<file path="config.mk">
export PLATFORM = sky130hd
export DESIGN_NAME = branch_resolve_unit
export DESIGN_NICKNAME = d
export VERILOG_FILES = /design/src/rtl/branch_resolve_unit.sv
export SDC_FILE = /design/constraint.sdc
export NUM_CORES = 1
export LEC_CHECK = 0
export BUFFER_PORTS_ARGS = -buffer_cell sky130_fd_sc_hd__buf_2
export CAP_MARGIN = 15
export CORE_ASPECT_RATIO = 1.75
export CORE_MARGIN = 2
export CORE_UTILIZATION = 30
export CTS_CLUSTER_DIAMETER = 30
export DETAILED_ROUTE_END_ITERATION = 12
export GPL_ROUTABILITY_DRIVEN = 1
export SLEW_MARGIN = 25
export SYNTH_ARGS = -nofsm -noshare
export SYNTH_HDL_FRONTEND = slang
export SYNTH_SLANG_ARGS = --single-unit
export TNS_END_PERCENT = 10
</file>
<file path="constraint.sdc">
create_clock -name clk -period 2.39 [get_ports clk]
set_clock_uncertainty 0.15 [all_clocks]
set_input_delay 0.3585 -clock clk [delete_from_list [all_inputs] [get_ports clk]]
set_output_delay 0.3585 -clock clk [all_outputs]
set_load 0.005 [all_outputs]
</file>
<file path="src/rtl/branch_resolve_unit.sv">
// In-order queue of fetched branch predictions, resolved oldest-first in EX.
// Produces the registered BHT update and the mispredict redirect/flush.
module branch_resolve_unit #(
    parameter int DEPTH = 4,
    parameter int CNT_W = 16
) (
    input  logic             clk,
    input  logic             rst_n,
    input  logic             if_push,
    input  logic [9:0]       if_pc,
    input  logic             if_pred,
    input  logic             ex_valid,
    input  logic             ex_taken,
    input  logic [31:0]      ex_target,
    input  logic [31:0]      ex_pc_plus4,
    output logic             upd_valid,
    output logic [9:0]       upd_addr,
    output logic             upd_res,
    output logic             redirect,
    output logic [31:0]      redirect_pc,
    output logic             q_full,
    output logic             q_empty,
    output logic             overflow,
    output logic             underflow,
    output logic [CNT_W-1:0] br_cnt,
    output logic [CNT_W-1:0] miss_cnt
);

    localparam int AW = $clog2(DEPTH);
    localparam int PW = AW + 1;
    localparam logic [PW-1:0] FULL_CNT = PW'(DEPTH);

    logic [9:0]       r_pc_q   [DEPTH];
    logic             r_pred_q [DEPTH];

    logic [PW-1:0]    r_wr_ptr;
    logic [PW-1:0]    r_rd_ptr;
    logic [PW-1:0]    r_count;

    logic             r_upd_valid;
    logic [9:0]       r_upd_addr;
    logic             r_upd_res;
    logic             r_redirect;
    logic [31:0]      r_redirect_pc;
    logic             r_overflow;
    logic             r_underflow;
    logic [CNT_W-1:0] r_br_cnt;
    logic [CNT_W-1:0] r_miss_cnt;

    logic             w_empty;
    logic             w_full;
    logic [AW-1:0]    w_rd_idx;
    logic [AW-1:0]    w_wr_idx;
    logic             w_pop;
    logic             w_miss;
    logic             w_cpop;
    logic             w_push_ok;
    logic             w_push_ovf;

    always_comb begin
        w_empty    = (r_count == '0);
        w_full     = (r_count == FULL_CNT);
        w_rd_idx   = r_rd_ptr[AW-1:0];
        w_wr_idx   = r_wr_ptr[AW-1:0];
        w_pop      = ex_valid & ~w_empty;
        w_miss     = w_pop & (r_pred_q[w_rd_idx] ^ ex_taken);
        w_cpop     = w_pop & ~w_miss;
        // A push alongside a mispredict is wrong-path: neither accepted nor an overflow.
        w_push_ok  = if_push & ~w_miss & (~w_full | w_cpop);
        w_push_ovf = if_push & ~w_miss & w_full & ~w_cpop;
    end

    always_ff @(posedge clk) begin
        if (w_push_ok) begin
            r_pc_q[w_wr_idx]   <= if_pc;
            r_pred_q[w_wr_idx] <= if_pred;
        end
    end

    always_ff @(posedge clk or negedge rst_n) begin
        if (!rst_n) begin
            r_wr_ptr <= '0;
            r_rd_ptr <= '0;
            r_count  <= '0;
        end else if (w_miss) begin
            r_rd_ptr <= r_wr_ptr;
            r_count  <= '0;
        end else begin
            if (w_push_ok) begin
                r_wr_ptr <= r_wr_ptr + 1'b1;
            end
            if (w_cpop) begin
                r_rd_ptr <= r_rd_ptr + 1'b1;
            end
            if (w_push_ok && !w_cpop) begin
                r_count <= r_count + 1'b1;
            end else if (!w_push_ok && w_cpop) begin
                r_count <= r_count - 1'b1;
            end
        end
    end

    always_ff @(posedge clk or negedge rst_n) begin
        if (!rst_n) begin
            r_upd_valid   <= 1'b0;
            r_upd_addr    <= '0;
            r_upd_res     <= 1'b0;
            r_redirect    <= 1'b0;
            r_redirect_pc <= '0;
            r_overflow    <= 1'b0;
            r_underflow   <= 1'b0;
            r_br_cnt      <= '0;
            r_miss_cnt    <= '0;
        end else begin
            r_upd_valid <= w_pop;
            r_redirect  <= w_miss;
            if (w_pop) begin
                r_upd_addr <= r_pc_q[w_rd_idx];
                r_upd_res  <= ~w_miss;
                if (r_br_cnt != '1) begin
                    r_br_cnt <= r_br_cnt + 1'b1;
                end
            end
            if (w_miss) begin
                r_redirect_pc <= ex_taken ? ex_target : ex_pc_plus4;
                if (r_miss_cnt != '1) begin
                    r_miss_cnt <= r_miss_cnt + 1'b1;
                end
            end
            if (w_push_ovf) begin
                r_overflow <= 1'b1;
            end
            if (ex_valid && w_empty) begin
                r_underflow <= 1'b1;
            end
        end
    end

    assign upd_valid   = r_upd_valid;
    assign upd_addr    = r_upd_addr;
    assign upd_res     = r_upd_res;
    assign redirect    = r_redirect;
    assign redirect_pc = r_redirect_pc;
    assign q_full      = w_full;
    assign q_empty     = w_empty;
    assign overflow    = r_overflow;
    assign underflow   = r_underflow;
    assign br_cnt      = r_br_cnt;
    assign miss_cnt    = r_miss_cnt;

endmodule
</file>
---- After elaboration in Yosys (flattened, before gate mapping) ----
Memory sizes are Yosys's and may differ from the RTL's. A register that Yosys moved wholly into a read port is not among the register bits.
Index checks and enable logic that the tools add are counted.
operators by class
  $add $sub $neg .......................... 6
  equal/unequal tests ..................... 3
  muxes and demuxes ....................... 8
  bitwise operators ....................... 13
  reduce and logical (&&, ||, !) cells .... 12
operators by type and width
  cell                   number
  $add 16x1->16 const B  2
  $mux 32                1
  $ne 16x16->1 const B   2
  $mux 3                 5
  $add 3x1->3 const B    3
  $and 1x1->1            7
  $reduce_and 2->1       3
  $not 1->1              4
  $eq 3x3->1 const B     1
  $logic_and 1x1->1      3
  $logic_not 1->1        3
  $logic_not 3->1        1
  $reduce_bool 3->1      1
  $sub 3x1->3 const B    1
  $mux 1                 2
  $reduce_bool 2->1      1
  $or 1x1->1             1
  $xor 1x1->1            1
word-level totals
  flip-flop bits (word level) ............. 78
  bits in writable memories ............... 44
  output and inout bits ................... 81
  logic and storage cells ................. 55
  memories ................................ 2
memory list
  memory    depth  bits a word  rd ports  clocked after Yosys merged registers in  write ports  RTL line  RTL
  r_pc_q    4      10           1         1                                        1            33        logic [9:0] r_pc_q [DEPTH];
  r_pred_q  4      1            1         0                                        1            34        logic r_pred_q [DEPTH];

---- Depth between registers and ports, before layout ----
Gate-level depths: netlist of run 1.
  depth after elaboration ................. 13
  gate-level depth with buffers ........... 9

---- Worst setup path before layout of run 1 ----
No wires, ideal clock.
  path kind ............................... register -> register
  start ................................... register r_rd_ptr[0]
  end ..................................... memory r_pc_q[0][0] (enable)
  setup time .............................. 0.349 ns
  arrival time ............................ 1.972 ns
  required time ........................... 1.891 ns
  setup slack ............................. -0.081 ns
  stages on the path, launching flop included .. 8
  clock period less this slack ............ 2.471 ns
  cells stage by stage .................... dfrtp_1 -> buf_4 -> mux4_2 -> xor2_2 -> nand2_2 -> and3_1 -> buf_2 -> and2_1
between the ends
  word-level cells in the longest chain between the ends .. 9
  elaborated cells on any way between the ends .. 10
  those cells by class .................... 2 x mux; 7 x bitwise; 1 x memory
ends and longest elaborated chain
  what                              RTL line  RTL
  from (decl)                       37        logic [PW-1:0] r_rd_ptr;
  from (signal assigned)            86        r_rd_ptr <= r_wr_ptr;
  from (signal assigned)            93        r_rd_ptr <= r_rd_ptr + 1'b1;
  $mem_v2 4x1 (*)                   n/a
  $xor 1x1->1 (*)                   66        w_miss = w_pop & (r_pred_q[w_rd_idx] ^ ex_taken);
  $and 1x1->1 (*)                   66
  $not 1->1 (*)                     67, 69
  $and 1x1->1                       67        w_cpop = w_pop & ~w_miss;
  $or 1x1->1                        69        w_push_ok = if_push & ~w_miss & (~w_full | w_cpop);
  $and 1x1->1 (*)                   69
  $mux 1 (*)                        74        if (w_push_ok) begin
  $mux 1 (implied by the code) (*)  75        r_pc_q[w_wr_idx] <= if_pc;
  to (decl)                         33
Every way passes the cells marked *; elsewhere a longest branch is shown, timed or not.

---- Worst setup path in the final report of run 1 ----
  start ................................... register r_rd_ptr[0]
  end ..................................... memory r_pc_q[1][3] (enable)
The elaborated chain is that of the path after synthesis.

==> reports/results.ini, run 1 <==
[die]
initial_utilization_pct = 30.4
coreArea_um2 = 18400
pin_count = 161
die_w_um = 107
die_y_um = 185
num_rows = 66
dieArea_um2 = 19800

[logic_synthesis]
synth_cell_types = 45
synth_top_area_share_pct = 38.5
netlist.top_cell.by_area = dfrtp_1
synthFlopType = dfrtp_1
synth_seq_area_share_pct = 62.1
synth_edf_count = 44
synthArstFlopShare_pct = 66.2
synth_area_um2 = 5590
synth.area.top_cells = dfrtp_1 38%, edfxtp_1 24%, mux2i_1 5.7%, nand2_1 5.3%, mux4_2 4.4%
yosys_warnings = 0
synth_seq_cells = 130
syn_avg_cell_area_um2 = 12.5
syn_inst = 446
synth_nets = 533

[critical_path]
arrival_ns = 2.22
end_kind = flop
rrSetupSlack_ns = 0.14
critPathKind = flop to flop
cp_max_fo = 11
crit_required_ns = 2.36
crit_path_start_kind = flop

[route]
drc = 0
ant_nets = 0
drt-total-wl_um = 13400
wire_per_inst_um = 15.2
vias_per_cell = 4.60
dr.pass1.iters = 4
vias = 4040
first_iter_violations = 133

[cts]
h-tree-depth = 4
clk_latency_ns = 0.40
clkTransAtPathRegs_ns = 0.06
clk_path_buf_depth = 2
cts-buffers-inserted = 17
post_cts_buffers = 0
root_buffer = clkbuf_16
cts_num_sinks = 130
cts_tree = built

[layout]
syn2layout_area_growth_pct = 33.1
n_fill_cell = 1735
fin_nets = 715
fin_util_pct = 40.4
drive_gt1_share_pct = 36.7
antenna_cells = 0

[timing]
finalHoldViolations = 0
max_slew_margin_pct = 62.8
timing.final.crit_share_pct = 94.3
setup_viol = 0
maxSlewViolCount = 0
tightest_slew_ns = 0.559
rsz0062_at_grt = false
min_period_ns = 2.25
fmax_mhz = 444
finalSetupTns_ns = 0

[global_routing]
globalRouteOverflowTotal = 0
grtUsageTotal_pct = 14.1
grt_pass1_vias = 4290
grt_max_degree = 59
antenna_found_initial = 0
grt_pass1_wl_um = 21500

[pwr]
powerDensity_nw_per_um2 = 1140
power_uw = 8510
leakage_uw = 0.00355
ir_worst_vdd_v = 0.000543

[placed_design]
hpwl_um = 10100
numPortBuffers = 160
gp_congestion = 0.784

[flow_run]
cap_violations = 0

[min_path]
min-delay-path-class = input pin to flop

[outcome]
status = complete, no violations

==> cell type report <==
type	count	area (um2)	area share, %
well taps	238	298	4.00
multi-input cells	286	2010	27.0
clock buffers	19	433	5.82
clock inverters	13	151	2.03
repair buffers	182	1040	14.0
flip-flops and latches	130	3470	46.7
inverters	11	41.3	0.555
==> logic make-up (layout without fill, tap and decap cells) <==
kind of cell / after synthesis / in the layout / synth area share [%]
compound gates: 55 / 55 / 5.55
simple gates: 148 / 148 / 12.4
mux: 48 / 48 / 11.2
xor+xnor: 28 / 28 / 4.66
fa+ha+maj: 7 / 7 / 1.70
buf+inv: 30 / 225 / 2.31
flops: 130 / 130 / 62.1
==> through the flow <==
| stage | worst slack (ns) | cell area [um2] | instances | hold WS, ns |
|---|---|---|---|---|
| final | 0.136 | 7440 | 879 | 0.0164 |
| after global routing | 0.0258 | 7440 | 879 | 0.00564 |
| after CTS | 0.0690 | 7440 | 879 | 0.000933 |
| after detailed placement | 0.0811 | 6820 | 844 | 0.143 |
| after global placement | 0.153 | 6820 | 844 | 0.135 |
| after floorplan | -0.0813 | 5590 | 446 | -0.0871 |
==> cells in the final DEF, fill, tap and decap left out, types with 2 or more instances in the layout <==
cell type | synthesis | layout
o21ai_0 | 36 | 36
nor4_1 | 3 | 3
a21o_1 | 2 | 2
buf_2 | 4 | 159
clkbuf_1 | 10 | 2
a21oi_1 | 5 | 5
inv_1 | 11 | 11
nor3_1 | 5 | 5
and4_1 | 2 | 2
nand2_1 | 79 | 79
dfrtp_1 | 86 | 86
nand4_1 | 10 | 10
nand3_1 | 14 | 14
clkbuf_16 | 0 | 17
mux4_2 | 11 | 11
clkinv_4 | 0 | 2
xor2_1 | 15 | 15
a31oi_1 | 4 | 4
bufinv_16 | 0 | 2
dlygate4sd3_1 | 0 | 3
buf_4 | 1 | 15
ha_1 | 6 | 6
nor2_1 | 17 | 17
inv_6 | 0 | 4
mux2_2 | 4 | 4
o21a_1 | 2 | 2
and3_1 | 7 | 6
clkinvlp_4 | 0 | 3
edfxtp_1 | 44 | 44
mux2i_1 | 32 | 32
buf_12 | 0 | 5
xnor2_1 | 11 | 11
and2_1 | 4 | 3
==> power breakdown <==
part           switching, uW  total (uW)  internal (uW)
combinational           1340        2560           1210
sequential               409        3410           3000
clock                    990        2550           1560
==> sequential cells by signal, summed over array words and instances (netlist names) <==
name         flops
r_rd_ptr         2
upd_valid        1
underflow        1
upd_res          1
redirect_pc     32
overflow         1
r_wr_ptr         2
r_pred_q         4
miss_cnt        16
redirect         1
upd_addr        10
r_count          3
br_cnt          16
r_pc_q          40
==> critical path, cell delays in order (launching register included) <==
cell	delay, ns
dfrtp_1	0.37
mux4_2	0.58
xor2_2	0.18
nand2_2	0.09
and3_1	0.24
and2_1	0.20
buf_12	0.15
==> path summary, 6_finish.rpt <==
| kind | from | endpoint | depth (start not counted) |
|---|---|---|---|
| worst max-delay path | r_rd_ptr[0]$_DFFE_PN0P_ | r_pc_q[1][3]$_DFFE_PP_ | 6 |
| worst min-delay path | if_pc[8] | r_pc_q[3][8]$_DFFE_PP_ | 1 |
| worst max register to register | r_rd_ptr[0]$_DFFE_PN0P_ | r_pc_q[1][3]$_DFFE_PP_ | 6 |
| worst min register to register | underflow$_DFFE_PN0P_ | underflow$_DFFE_PN0P_ | 1 |
| max in group asynchronous | rst_n | redirect_pc[18]$_DFFE_PN0P_ | 3 |
| min in group asynchronous | rst_n | upd_addr[6]$_DFFE_PN0P_ | 2 |
==> what timing repair did <==
item,4_1_cts,5_1_grt
endpoints found under the setup margin,0,12
resized for setup,0,2
endpoints found under the hold margin,31,0
hold buffers,3,0
==> cells in the mapped netlist (all sizes together) (5+ instances only) <==
master and number:
and3 7, mux2i 32, edfxtp 44, clkbuf 10, nand3 14, ha 6, xor2 16, mux2 5
nand4 10, a21oi 5, buf 9, dfrtp 86, inv 11, mux4 11, o21ai 36, nor2 17
nor3 6, nand2 80, xnor2 12
==> metal layers <==
metal	part of all wire (%)	track usage (%)	routed length, um
met1	37	14.3	4950
met5	0	0	0
met3	5.8	3.71	773
met2	56	26.9	7470
met4	1.3	5.25	179
(Power assumes the default switching activity.)
==> run 2, diff against run 1 <==
- CELL_PAD_IN_SITES_DETAIL_PLACEMENT: unset -> 2
- CELL_PAD_IN_SITES_GLOBAL_PLACEMENT: unset -> 2
- PLACE_DENSITY_LB_ADDON: unset -> 0.1
==> run 2 against run 1 <==
Hold slack improved by 0.0022 ns. Via count increased by 1.9%. Register-to-register slack worse by 0.05 ns. Largest cell class unchanged. Fmax decreased by 2.2%. Highest routed layer unchanged. Cell count is 0.11% higher. Critical path type unchanged. Combinational power up 4%. Flip-flop and latch count unchanged. Total power grew 2.1%. First-iteration DRC count shrank 21%.
==> reports/results.ini, run 2 (synthesis gave the netlist of run 1 again) <==
[outcome]
status = complete, no violations

[critical_path]
end_kind = flop
cp_max_fo = 11  ; unchanged
worstRegToRegCells = 6  ; unchanged
rrSetupSlack_ns = 0.08  ; -0.05 ns
crit_slowest_cell = mux4_2
critPathKind = flop to flop
r2r-end = r_pc_q[2][0]$_DFFE_PP_
arrival_ns = 2.28  ; +0.06 ns
path_cells = mux4_2 -> xor2_2 -> nand2_2 -> and3_2 -> and2_1 -> buf_12
crit_required_ns = 2.36  ; about the same
startpoint = r_pred_q[0]$_DFFE_PP_
r2r-start = r_pred_q[0]$_DFFE_PP_
critPathMaxStageDelay_ns = 0.54  ; -0.04 ns
crit_path_start_kind = flop

[layout]
syn2layout_area_growth_pct = 33.5
fin_nets = 716  ; +0.14%
regArea_um2 = 3470  ; unchanged
drive_gt1_share_pct = 36.3  ; -0.37 points
final_common_cell = buf_2
antenna_cells = 0  ; unchanged
multi_input_comb_area_um2 = 2010  ; unchanged
layout_common_cells = 159 x buf_2, 86 x dfrtp_1, 79 x nand2_1
n_fill_cell = 1915  ; +10%
regMostFlops = r_pc_q
largest_reg_flops = 40  ; unchanged

[die]
die_y_um = 185  ; unchanged
pin_count = 161  ; unchanged
num_rows = 66  ; unchanged
die_w_um = 107  ; unchanged
dieArea_um2 = 19800  ; unchanged
initial_utilization_pct = 30.4  ; unchanged
coreArea_um2 = 18400  ; unchanged

[placed_design]
numPortBuffers = 160  ; unchanged
hpwl_um = 12100  ; +20%
gp_congestion = 0.783  ; -0.10%
pre_cts_ws_ns = -0.0278  ; -0.109 ns

[route]
wire_per_inst_um = 18.5  ; +22%
drt-total-wl_um = 16300  ; +22%
vias_per_cell = 4.68  ; +1.8%
first_iter_violations = 105  ; -21%
vias = 4118  ; +1.9%
dr.pass1.iters = 4  ; unchanged
ant_nets = 0  ; unchanged
drc = 0  ; unchanged

[cts]
post_cts_buffers = 0  ; unchanged
h-tree-depth = 4  ; unchanged
clk_latency_ns = 0.42  ; +0.02 ns
root_buffer = clkbuf_16
clk_path_buf_depth = 2  ; unchanged
cts_tree = built
cts-buffers-inserted = 17  ; unchanged
clkTransAtPathRegs_ns = 0.06  ; about the same
cts_num_sinks = 130  ; unchanged

[min_path]
hold_end = r_pc_q[1][0]$_DFFE_PP_
min-delay-path-class = input pin to flop
hold_path_depth = 1  ; unchanged
min_from = if_pc[0]

[global_routing]
antenna_found_initial = 0  ; unchanged
globalRouteOverflowTotal = 0  ; unchanged
grt_pass1_vias = 4640  ; +8.2%
grt_max_degree = 69  ; +17%
grt_pass1_wl_um = 25500  ; +19%
grtUsageTotal_pct = 17.3  ; +3.2 points

[timing]
rsz0062_at_grt = false
tightest_slew_ns = 0.559  ; +0.000531 ns
finalHoldViolations = 0  ; unchanged
timing.final.crit_share_pct = 96.5  ; +2.1 points
max_slew_margin_pct = 62.3  ; -0.43 points
min_period_ns = 2.31  ; +0.0513 ns
maxSlewViolCount = 0  ; unchanged
setup_viol = 0  ; unchanged
timing.final.ws_setup_ns = 0.0844  ; -0.0513 ns
hold-worst-slack_ns = 0.0186  ; +0.00221 ns
fmax_mhz = 434  ; -2.2%

[pwr]
ir_worst_vdd_v = 0.000552  ; +1.5%
powerDensity_nw_per_um2 = 1160  ; +1.7%
leakage_uw = 0.00357  ; +0.46%

[flow_run]
cap_violations = 0  ; unchanged

## run 2: worst max-delay path by stage
stage	slack [ns]	cells after the start	end
6_report	0.08	6	r_pc_q[2][0]$_DFFE_PP_
2_1_floorplan	-0.08	7	r_pc_q[1][0]$_DFFE_PP_
5_1_grt	0.005	6	r_pc_q[1][1]$_DFFE_PP_
3_3_place_gp	0.03	5	r_pc_q[0][9]$_DFFE_PP_
3_5_place_dp	-0.03	5	r_pc_q[0][4]$_DFFE_PP_
4_1_cts	0.07	6	r_pc_q[1][1]$_DFFE_PP_
## run 2: critical path: cells and delay by family (launching register included)
kind / cells / cell delay [ns]
flip-flops: 1 / 0.42
XOR/XNOR: 1 / 0.18
AND/OR/NAND/NOR: 3 / 0.57
multiplexers: 1 / 0.54
buffers and inverters: 1 / 0.16
## run 2: area by class of cell
| cell class | instances | share of cell area (%) |
|---|---|---|
| multi-input cells | 286 | 26.9 |
| well taps | 238 | 3.99 |
| clock buffers | 18 | 6.03 |
| flip-flops and latches | 130 | 46.5 |
| clock inverters | 14 | 1.88 |
| repair buffers | 183 | 14.1 |
| inverters | 11 | 0.553 |
## run 2: report_power, final
group	internal [uW]	switching [uW]
logic	1200	1470
clock network	1530	1080
registers	3000	415
## run 2: timing repair
item	CTS	global route
setup endpoints to repair	17	0
gates resized for setup	2	0
endpoints found under the hold margin	59	0
hold buffers	7	0
## run 2: per-stage QoR
step	utilization [%]	TNS (ns)	total power (uW)	cell area, um2	cells
after CTS	40.5	0	8890	7460	880
after global routing	40.5	0	9320	7460	880
final	40.5	0	8680	7460	880
after detailed placement	36.9	-0.295	6200	6800	841
after global placement	36.9	0	6080	6800	841
after floorplan	-	-2.68	4820	5590	446
## run 2: metal layers
| metal | up-vias | track usage, % | part of all wire (%) |
|---|---|---|---|
| li1 | 1953 | - | - |
| met1 | 2048 | 17.1 | 35 |
| met2 | 99 | 33.5 | 58 |
| met3 | 18 | 4.42 | 5.0 |
| met4 | 0 | 6.65 | 2.1 |
| met5 | - | 0 | 0 |
==> run 3, diff against run 2 <==
- REMOVE_ABC_BUFFERS: unset -> 1
==> run 3 against run 2 <==
Global-route usage shrank 0.14 points. Utilization grew 0.75 points. Sequential share of layout area shrank 0.85 points. Largest power group unchanged.
==> reports/results.ini, run 3 (synthesis gave the netlist of run 1 again) <==
[layout]
largest_reg_flops = 40  ; unchanged
fin_nets = 722  ; +0.84%
regMostFlops = r_pc_q
final_common_cell = buf_2
drive_gt1_share_pct = 37.0  ; +0.74 points
antenna_cells = 0  ; unchanged
layout_common_cells = 159 x buf_2, 86 x dfrtp_1, 79 x nand2_1
fin_cells = 886  ; +0.68%
syn2layout_area_growth_pct = 36.0

[cts]
root_buffer = clkbuf_16
cts-buffers-inserted = 17  ; unchanged
h-tree-depth = 4  ; unchanged
cts_tree = built
cts_num_sinks = 130  ; unchanged
clk_latency_ns = 0.41  ; about the same
clk_path_buf_depth = 2  ; unchanged
post_cts_buffers = 0  ; unchanged
clkTransAtPathRegs_ns = 0.06  ; about the same

[timing]
max_slew_margin_pct = 53.3  ; -9.0 points
finalHoldViolations = 0  ; unchanged
maxSlewViolCount = 0  ; unchanged
rsz0062_at_grt = false
setup_viol = 0  ; unchanged
min_period_ns = 2.32  ; +0.0142 ns
fmax_mhz = 431  ; -0.61%
tightest_slew_ns = 0.694  ; +0.135 ns
timing.final.crit_share_pct = 97.1  ; +0.60 points
finalSetupTns_ns = 0  ; unchanged

[critical_path]
crit_slowest_cell = mux4_2
worstRegToRegCells = 6  ; unchanged
worstSetupPathDepth = 6  ; unchanged
critPathMaxStageDelay_ns = 0.58  ; +0.04 ns
critPathBufInv = 1  ; unchanged
r2r-end = r_pc_q[1][8]$_DFFE_PP_
startpoint = r_rd_ptr[0]$_DFFE_PN0P_
path_cells = mux4_2 -> xor2_2 -> nand2_2 -> and3_2 -> and2_1 -> buf_12
arrival_ns = 2.29  ; about the same
cp_max_fo = 11  ; unchanged
critPathKind = flop to flop
r2r-start = r_rd_ptr[0]$_DFFE_PN0P_
critPathCapture = r_pc_q[1][8]$_DFFE_PP_
crit_required_ns = 2.36  ; about the same
critical_path.top_delay_family = multiplexers
rrSetupSlack_ns = 0.07  ; about the same
end_kind = flop
crit_path_start_kind = flop

[route]
dr.pass1.iters = 4  ; unchanged
first_iter_violations = 115  ; +9.5%
wire_per_inst_um = 18.4  ; -0.56%
ant_nets = 0  ; unchanged
vias_per_cell = 4.72  ; +0.77%
drc = 0  ; unchanged
drt-total-wl_um = 16300  ; +0.12%
vias = 4178  ; +1.5%

[min_path]
min-delay-path-class = input pin to flop

[global_routing]
grt_pass1_wl_um = 25300  ; -0.89%
grtUsageMet3_pct = 3.15  ; -1.3 points
globalRouteOverflowTotal = 0  ; unchanged
grt_pass1_vias = 4635  ; -0.11%
grtUsageTotal_pct = 17.1  ; -0.14 points
grt_max_degree = 69  ; unchanged
grt_util_met2_pct = 33.9  ; +0.41 points
antenna_found_initial = 0  ; unchanged
grt.busiest_layer = met2
gr-usage-met1_pct = 17.3  ; +0.29 points

[die]
die_w_um = 107  ; unchanged
coreArea_um2 = 18400  ; unchanged
die_y_um = 185  ; unchanged
dieArea_um2 = 19800  ; unchanged
pin_count = 161  ; unchanged
num_rows = 66  ; unchanged
initial_utilization_pct = 30.4  ; unchanged

[placed_design]
numPortBuffers = 160  ; unchanged
dp.cells = 848  ; +0.83%
gp_congestion = 0.748  ; -4.6%
hpwl_um = 12400  ; +2.2%

[pwr]
leakage_uw = 0.00364  ; +1.9%
ir_worst_vdd_v = 0.000647  ; +17%
powerDensity_nw_per_um2 = 1200  ; +2.9%

[outcome]
status = complete, no violations

[flow_run]
cap_violations = 0  ; unchanged

[run 3: routing by layer]
layer	part of all wire [%]	routed length (um)	up-vias
li1	-	-	1959
met1	35	5710	2125
met2	60	9810	83
met3	3.4	554	11
met4	1.4	231	0
met5	0	0	-
[run 3: worst min-delay path by stage]
stage / startpoint / endpoint / slack, ns / depth (start not counted)
final: if_pc[3] / r_pc_q[1][3]$_DFFE_PP_ / 0.02 / 1
after global placement: rst_n / br_cnt[10]$_DFFE_PN0P_ / 0.11 / 1
after detailed placement: rst_n / br_cnt[10]$_DFFE_PN0P_ / 0.11 / 1
after global routing: if_pc[3] / r_pc_q[1][3]$_DFFE_PP_ / 0.01 / 1
after floorplan: rst_n / br_cnt[0]$_DFFE_PN0P_ / -0.09 / 0
after CTS: if_pc[3] / r_pc_q[1][3]$_DFFE_PP_ / 0.002 / 1
[run 3: stage by stage]
stage | util (%) | hold WS (ns) | setup slack [ns] | instance area, um2 | power (uW)
6_report | 41.3 | 0.0242 | 0.0701 | 7600 | 9100
5_1_grt | 41.3 | 0.0123 | 0.000123 | 7600 | 9710
3_3_place_gp | 37.2 | 0.113 | 0.0817 | 6850 | 6080
2_1_floorplan | - | -0.0871 | -2.02 | 5500 | 4720
4_1_cts | 41.2 | 0.00212 | 0.0485 | 7590 | 9300
3_5_place_dp | 37.2 | 0.110 | 0.0103 | 6850 | 6220
[run 3: power by group]
group | internal [uW] | switching, uW | total, uW
registers | 3000 | 425 | 3420
clock network | 1970 | 1020 | 2990
logic | 1230 | 1460 | 2690
total | 6200 | 2900 | 9100
[run 3: cell type report]
class / count / area, um2
Inverter: 11 / 41.3
Tap cell: 238 / 298
Sequential cell: 130 / 3470
Fill cell: 1908 / 10800
Multi-Input combinational cell: 286 / 2010
Clock inverter: 15 / 254
Clock buffer: 17 / 425
Timing Repair Buffer: 189 / 1100
[run 3: what timing repair did]
action | 4_1_cts | 5_1_grt
hold buffers | 6 | 0
cloned | 0 | 0
resized for setup | 1 | 2
endpoints found under the hold margin | 65 | 0
endpoints found under the setup margin | 19 | 5
